**src/rtl/regfile_wb_arbiter_pkg.sv**
```systemverilog
// ============================================================================
// Module      : regfile_wb_arbiter_pkg
// Description : Shared types and constants for the register-file writeback
//               arbiter: register-file geometry, the writeback request record
//               and a helper that expands a register address into a bit mask.
// Revision    : 1.0  initial release
// ============================================================================
`default_nettype none

package regfile_wb_arbiter_pkg;

    localparam int REG_ADDR_W = 5;
    localparam int NUM_REGS   = 32;
    localparam int WB_DATA_W  = 32;

    // One writeback request as presented by a pipeline source.
    typedef struct packed {
        logic                  valid;
        logic [REG_ADDR_W-1:0] addr;
        logic [WB_DATA_W-1:0]  data;
    } wb_req_t;

    // One-hot register mask; x0 never appears because it is never written.
    function automatic logic [NUM_REGS-1:0] reg_onehot(input logic [REG_ADDR_W-1:0] addr);
        logic [NUM_REGS-1:0] m;
        m       = '0;
        m[addr] = 1'b1;
        m[0]    = 1'b0;
        return m;
    endfunction

endpackage

`default_nettype wire

```
**src/rtl/regfile_wb_arbiter_rr_arbiter.sv**
```systemverilog
// ============================================================================
// Module      : regfile_wb_arbiter_rr_arbiter
// Description : Combinational round-robin arbiter. Searches the request vector
//               starting at ptr and grants the first set bit. With ptr tied to
//               zero it is a lowest-index-wins priority encoder.
// Ports       : req      - request vector (NREQ)
//               ptr      - search start index (0..NREQ-1)
//               gnt      - one-hot grant
//               gnt_idx  - index of the granted requester
//               gnt_any  - any grant issued
// Revision    : 1.0  initial release
// ============================================================================
`default_nettype none

module regfile_wb_arbiter_rr_arbiter #(
    parameter  int NREQ  = 3,
    localparam int IDX_W = $clog2(NREQ)
) (
    input  logic [NREQ-1:0]  req,
    input  logic [IDX_W-1:0] ptr,
    output logic [NREQ-1:0]  gnt,
    output logic [IDX_W-1:0] gnt_idx,
    output logic             gnt_any
);

    always_comb begin
        int               w_sum;
        logic [IDX_W-1:0] w_idx;
        gnt     = '0;
        gnt_idx = '0;
        gnt_any = 1'b0;
        w_sum   = 0;
        w_idx   = '0;
        for (int k = 0; k < NREQ; k++) begin
            // Wrap ptr+k back into 0..NREQ-1 (NREQ need not be a power of two).
            w_sum = int'(ptr) + k;
            if (w_sum >= NREQ) begin
                w_sum = w_sum - NREQ;
            end
            w_idx = IDX_W'(w_sum);
            if (!gnt_any && req[w_idx]) begin
                gnt[w_idx] = 1'b1;
                gnt_idx    = w_idx;
                gnt_any    = 1'b1;
            end
        end
    end

endmodule

`default_nettype wire

```
**src/rtl/regfile_wb_arbiter.sv**
```systemverilog
// ============================================================================
// Module      : regfile_wb_arbiter
// Description : Shares the single register-file write port (we3/a3/wd3) among
//               NREQ writeback requesters with a valid/ready handshake. At most
//               one grant per cycle; the winning write is registered onto the
//               port. Writes to x0 are accepted but suppressed. busy_mask flags
//               the register whose write is currently on the port.
// Config      : RF_WB_RR_EN defined   -> round-robin arbitration (rr_ptr)
//               RF_WB_RR_EN undefined -> fixed priority, lowest index wins
// Ports       : clk, rst_n (async, active low)
//               req_valid/req_addr/req_data  - requester inputs (NREQ wide)
//               req_ready                    - one-hot grant
//               wb_hold                      - suppress all grants
//               we3/a3/wd3                   - registered regfile write port
//               grant_id                     - winner behind the port contents
//               busy_mask                    - in-flight register mask
// Revision    : 1.0  initial release
// ============================================================================
`default_nettype none

module regfile_wb_arbiter
    import regfile_wb_arbiter_pkg::*;
#(
    parameter int NREQ = 3,
    parameter int XLEN = 32
) (
    input  logic                                clk,
    input  logic                                rst_n,
    input  logic [NREQ-1:0]                     req_valid,
    input  logic [NREQ-1:0][REG_ADDR_W-1:0]     req_addr,
    input  logic [NREQ-1:0][XLEN-1:0]           req_data,
    output logic [NREQ-1:0]                     req_ready,
    input  logic                                wb_hold,
    output logic                                we3,
    output logic [REG_ADDR_W-1:0]               a3,
    output logic [XLEN-1:0]                     wd3,
    output logic [$clog2(NREQ)-1:0]             grant_id,
    output logic [NUM_REGS-1:0]                 busy_mask
);

    localparam int c_IDX_W = $clog2(NREQ);

    logic [NREQ-1:0]       w_req;
    logic [NREQ-1:0]       w_gnt;
    logic [c_IDX_W-1:0]    w_gnt_idx;
    logic                  w_gnt_any;
    logic [c_IDX_W-1:0]    w_ptr;

    logic                  r_we3;
    logic [REG_ADDR_W-1:0] r_a3;
    logic [XLEN-1:0]       r_wd3;
    logic [c_IDX_W-1:0]    r_grant_id;

    // Hold and reset both mask the request vector so that ready can never
    // rise while either is active.
    assign w_req = req_valid & {NREQ{~wb_hold & rst_n}};

    regfile_wb_arbiter_rr_arbiter #(
        .NREQ    (NREQ)
    ) u_arb (
        .req     (w_req),
        .ptr     (w_ptr),
        .gnt     (w_gnt),
        .gnt_idx (w_gnt_idx),
        .gnt_any (w_gnt_any)
    );

`ifdef RF_WB_RR_EN
    logic [c_IDX_W-1:0] r_rr_ptr;

    always_ff @(posedge clk or negedge rst_n) begin
        if (!rst_n) begin
            r_rr_ptr <= '0;
        end else if (w_gnt_any) begin
            r_rr_ptr <= (w_gnt_idx == c_IDX_W'(NREQ - 1)) ? '0 : w_gnt_idx + c_IDX_W'(1);
        end
    end

    assign w_ptr = r_rr_ptr;
`else
    assign w_ptr = '0;
`endif

    // Output stage: reload on every grant; otherwise only we3 drops and the
    // address/data/id hold their last values.
    always_ff @(posedge clk or negedge rst_n) begin
        if (!rst_n) begin
            r_we3      <= 1'b0;
            r_a3       <= '0;
            r_wd3      <= '0;
            r_grant_id <= '0;
        end else if (w_gnt_any) begin
            r_we3      <= (req_addr[w_gnt_idx] != '0);
            r_a3       <= req_addr[w_gnt_idx];
            r_wd3      <= req_data[w_gnt_idx];
            r_grant_id <= w_gnt_idx;
        end else begin
            r_we3      <= 1'b0;
        end
    end

    assign req_ready = w_gnt;
    assign we3       = r_we3;
    assign a3        = r_a3;
    assign wd3       = r_wd3;
    assign grant_id  = r_grant_id;
    assign busy_mask = r_we3 ? reg_onehot(r_a3) : '0;

endmodule

`default_nettype wire
```
**config.mk**
```make
export PLATFORM = sky130hd
export DESIGN_NAME = regfile_wb_arbiter
export DESIGN_NICKNAME = d
export VERILOG_FILES = /design/src/rtl/regfile_wb_arbiter_pkg.sv /design/src/rtl/regfile_wb_arbiter_rr_arbiter.sv /design/src/rtl/regfile_wb_arbiter.sv
export SDC_FILE = /design/constraint.sdc
export NUM_CORES = 1
export LEC_CHECK = 0
export ABC_AREA = 0
export CAP_MARGIN = 20
export CELL_PAD_IN_SITES_DETAIL_PLACEMENT = 0
export CELL_PAD_IN_SITES_GLOBAL_PLACEMENT = 1
export CORE_ASPECT_RATIO = 1.5
export CORE_MARGIN = 8
export CORE_UTILIZATION = 26
export DETAILED_ROUTE_END_ITERATION = 8
export PLACE_DENSITY_LB_ADDON = 0.05
export SLEW_MARGIN = 20
export SYNTH_ARGS = -nofsm -noshare
export SYNTH_HDL_FRONTEND = slang
export SYNTH_SLANG_ARGS = --single-unit
```
**constraint.sdc**
```tcl
create_clock -name clk -period 1.91 [get_ports clk]
set_input_delay 0.382 -clock clk [delete_from_list [all_inputs] [get_ports clk]]
set_output_delay 0.382 -clock clk [all_outputs]
set_load 0.02 [all_outputs]
```
==> results.txt <==
The routed via count divided by cell count is 4.756. The remaining global-route overflow is 0. The total count of hold-check failures in the final report came to 0.

Counting along the longest clock path gives a buffer depth of 2. The normalized max-slew margin is 62.54%. The average cell area after synthesis came out at 8.499 sq um. The share of total power in sequential cells is 31.9%. The final wirelength came out at 11670 um. The global-route track usage on met3 is 5.520%. The row count is 45. The leakage power figure came out at 2.082 nW. The commonest register cell after synthesis is dfrtp_1.

The met1 demand-to-capacity share in global routing came out at 16.45%. Clock latency on the worst-skew pair, taken at its later pin, is 0.28 ns. The number of DRC violations after detailed-routing iteration 0 is 76.

STA classifies the critical path endpoint as a primary output. The power dissipated by switching net loads is 1.064 mW. The half-perimeter wire length after detailed placement came out at 8869 um. The post-route fraction of the period consumed by the critical path came out at 97.72%.

The maximum number of pins on one net before global-route repair is 41. Yosys instantiated no cell more often than nand2_1. The core area came out at 10130 sq um. Timing would allow up to 535.8 MHz.

Routability-driven placement finished with a final weighted congestion of 0.7751. The post-layout total power is 3.385 mW. The flow ran to the end, and the final reports show no timing, DRC or antenna violations. The number of global-route vias before repair is 3343. The area growth from synthesis to final layout is 86.90%.

In this design, the stage delay of the slowest critical-path cell is 0.42 ns. For this run, the register share of the synthesized area comes to 37.04%. The average detailed-routed wire length per instance came out at 18.04 um. Power spread over the standard cell area amounts to 670.2 nW/um^2. The clock drives 40 sinks. After synthesis the cells add up to 2703 sq um. The starting density of the core came out at 26.67%.

The number of enable flip-flop cells after synthesis is 0. For this run, the total global-route usage over all layers was measured as 16.12%. The register bit count reported by yosys is 40.

The actual transition at the worst max-transition pin came out at 0.5619 ns. The wire length of the first global-routing pass is 17870 um. The switching part of the total power is 31.42%. The post-layout minimum cycle time came out at 1.866 ns.

The number of nets in the finished design is 645. The count of yosys warnings during synthesis came out at 0. The overall die width is 99.25 um.

The final max-slew violation count is 0. The number of max-cap violations is 0. The critical path required time came out at 1.53 ns. On the critical path, the stage with the largest delay is an instance of clkdlybuf4s50_1.

The share of synthesized area in the top cell type comes to 37.04%. The signal on the critical path passes through clkdlybuf4s50_1, buf_4, and4bb_4, buf_12, buf_6. STA classifies the critical path startpoint as a primary input. The clock slew at the register clock pins of the worst setup and hold paths came out at 0.07 ns. Clock tree synthesis selected as its root buffer the cell clkbuf_16. The number of I/O port buffers is 190. The depth of the worst register-to-register path came out at 3. The synthesized instance count came out at 318.

The unique cell type count in the Yosys netlist came out at 33. Setup repair after global routing could not meet its margin everywhere. The layer with the highest usage is met2. The highest ir drop seen on vdd is 343.3 uV.

The share of flip-flops with an asynchronous set or reset after synthesis is 100.0%. The category of the most critical setup path is primary input to primary output. The number of cells after detailed placement is 634. The initial antenna violation count is 1. The setup TNS is 0 ns.

The final count of negative-setup-slack endpoints is 0. The min-delay analysis places its worst path in the category primary input to async pin. The number of clock buffers added by TritonCTS is 5. The count of TritonRoute iterations in the first routing pass came out at 4.

The clock group share of total power came out at 29.0%. The total number of H-tree levels is 2. The internal power component came out at 2.322 mW. The met2 usage is 30.38%. Ranked by instance count, the synthesized netlist is headed by nand2_1, dfrtp_1, a31oi_1. The count of nets left with antenna violations once routing finished came out at 0. For this design the top-level I/O count stands at 192. The worst path arrival time is 1.48 ns.

For this run, design rule violations remaining after detail routing come to 0. The overall die height came out at 140.9 um. The worst hold slack across all endpoints came out at 0.2483 ns.

The non-filler instance count after layout is 647. The CTS tree is yes. The net count after synthesis came out at 435.

The final setup skew came out at 0 ns. The most area-hungry cell type in the Yosys netlist is dfrtp_1. The overall die area is 13980 sq um. The combinational group share of total power came out at 39.1%. In the post-synthesis netlist, the biggest area contributors are dfrtp_1, a211oi_2, nand2_1, a31oi_1, nor2b_1. The largest driver fanout on the critical path came out at 2. The proportion of layout cells with a drive suffix above 1 came out at 22.68%. The routed via count came out at 3077.
-- layout make-up --
cell class	instances	area (sq um)
Multi-Input combinational cell	250	1531
Antenna cell	1	2.502
Fill cell	985	5084
Clock buffer	5	125.1
Sequential cell	40	1002
Clock inverter	3	42.54
Timing Repair Buffer	231	2201
Tap cell	117	146.4
-- registers in the layout, indices dropped and copies added, names as in the netlist --
| register | count |
|---|---|
| wd3 | 32 |
| a3 | 5 |
| grant_id | 2 |
| we3 | 1 |
-- through the flow --
| step | setup WS (ns) | util [%] | instance area (sq um) |
|---|---|---|---|
| 3_3_place_gp | -0.4181 | 48.68 | 4933 |
| 6_report | 0.04361 | 49.84 | 5051 |
| 3_5_place_dp | -0.4419 | 48.68 | 4933 |
| 4_1_cts | -0.004835 | 50.51 | 5119 |
| 5_1_grt | -0.004020 | 49.84 | 5051 |
| 2_1_floorplan | 0.1326 | - | 2703 |
-- worst paths after layout --
check | slack (ns) | to | from
setup / recovery | 0.04 | req_ready[1] | wb_hold
hold / removal | 0.25 | wd3[22] | rst_n
setup reg to reg | 1.05 | a3[2] | a3[2]
hold reg to reg | 0.49 | grant_id[0] | grant_id[0]
max in group asynchronous | 1.25 | a3[4] | rst_n
min in group clk | 0.49 | grant_id[0] | grant_id[0]
-- cells in the final DEF, fill, tap and decap left out, types with 2 or more instances in the layout --
| cell | instances |
|---|---|
| mux2i_1 | 2 |
| buf_12 | 7 |
| or3b_4 | 2 |
| nand3_1 | 2 |
| clkbuf_2 | 10 |
| a31oi_1 | 36 |
| clkdlybuf4s50_1 | 153 |
| buf_4 | 30 |
| buf_2 | 23 |
| and2b_1 | 4 |
| a211oi_1 | 8 |
| nor4_1 | 2 |
| buf_6 | 2 |
| clkbuf_16 | 6 |
| a211oi_2 | 28 |
| and2_1 | 2 |
| nor2b_1 | 33 |
| nand2_1 | 77 |
| nor2_1 | 35 |
| dfrtp_1 | 39 |
| nand3b_1 | 5 |
-- layer usage --
metal	wire length [um]	share of wire (%)	up-vias
li1	-	-	1530
met1	4353	37	1431
met2	6294	54	111
met3	928	7.9	5
met4	98	0.84	0
met5	0	0	-
-- cell families (layout without fill, tap and decap cells) --
logic type	Yosys count	in the layout	synth area share, %
AO/OA/AOI/OAI	79	79	25.37
buffers and inverters	28	239	7.361
flip-flops	40	40	37.04
multiplexers	2	2	0.7408
other	1	2	0.1388
AND/OR/NAND/NOR	168	168	29.35
-- worst max-delay path, delay by kind of cell --
kind	cells	cell delay (ns)
buffers and inverters	4	0.78
AND/OR/NAND/NOR	1	0.32
-- timing repair --
action,4_1_cts,5_1_grt
cloned,1,1
hold buffers,0,0
buffers inserted,2,0
setup endpoints to repair,35,30
pin swaps,1,1
resized for setup,95,38
-- power groups by stage --
| stage | clock, mW | sequential (mW) | combinational, mW |
|---|---|---|---|
| floorplan | 0 | 1.26 | 0.374 |
| global placement | 0 | 1.09 | 1.33 |
| detailed placement | 0 | 1.09 | 1.33 |
| CTS | 1.01 | 1.08 | 1.34 |
| global route | 1.04 | 1.10 | 1.42 |
| finish | 0.981 | 1.08 | 1.32 |
Power figures use the tool's default switching activity.
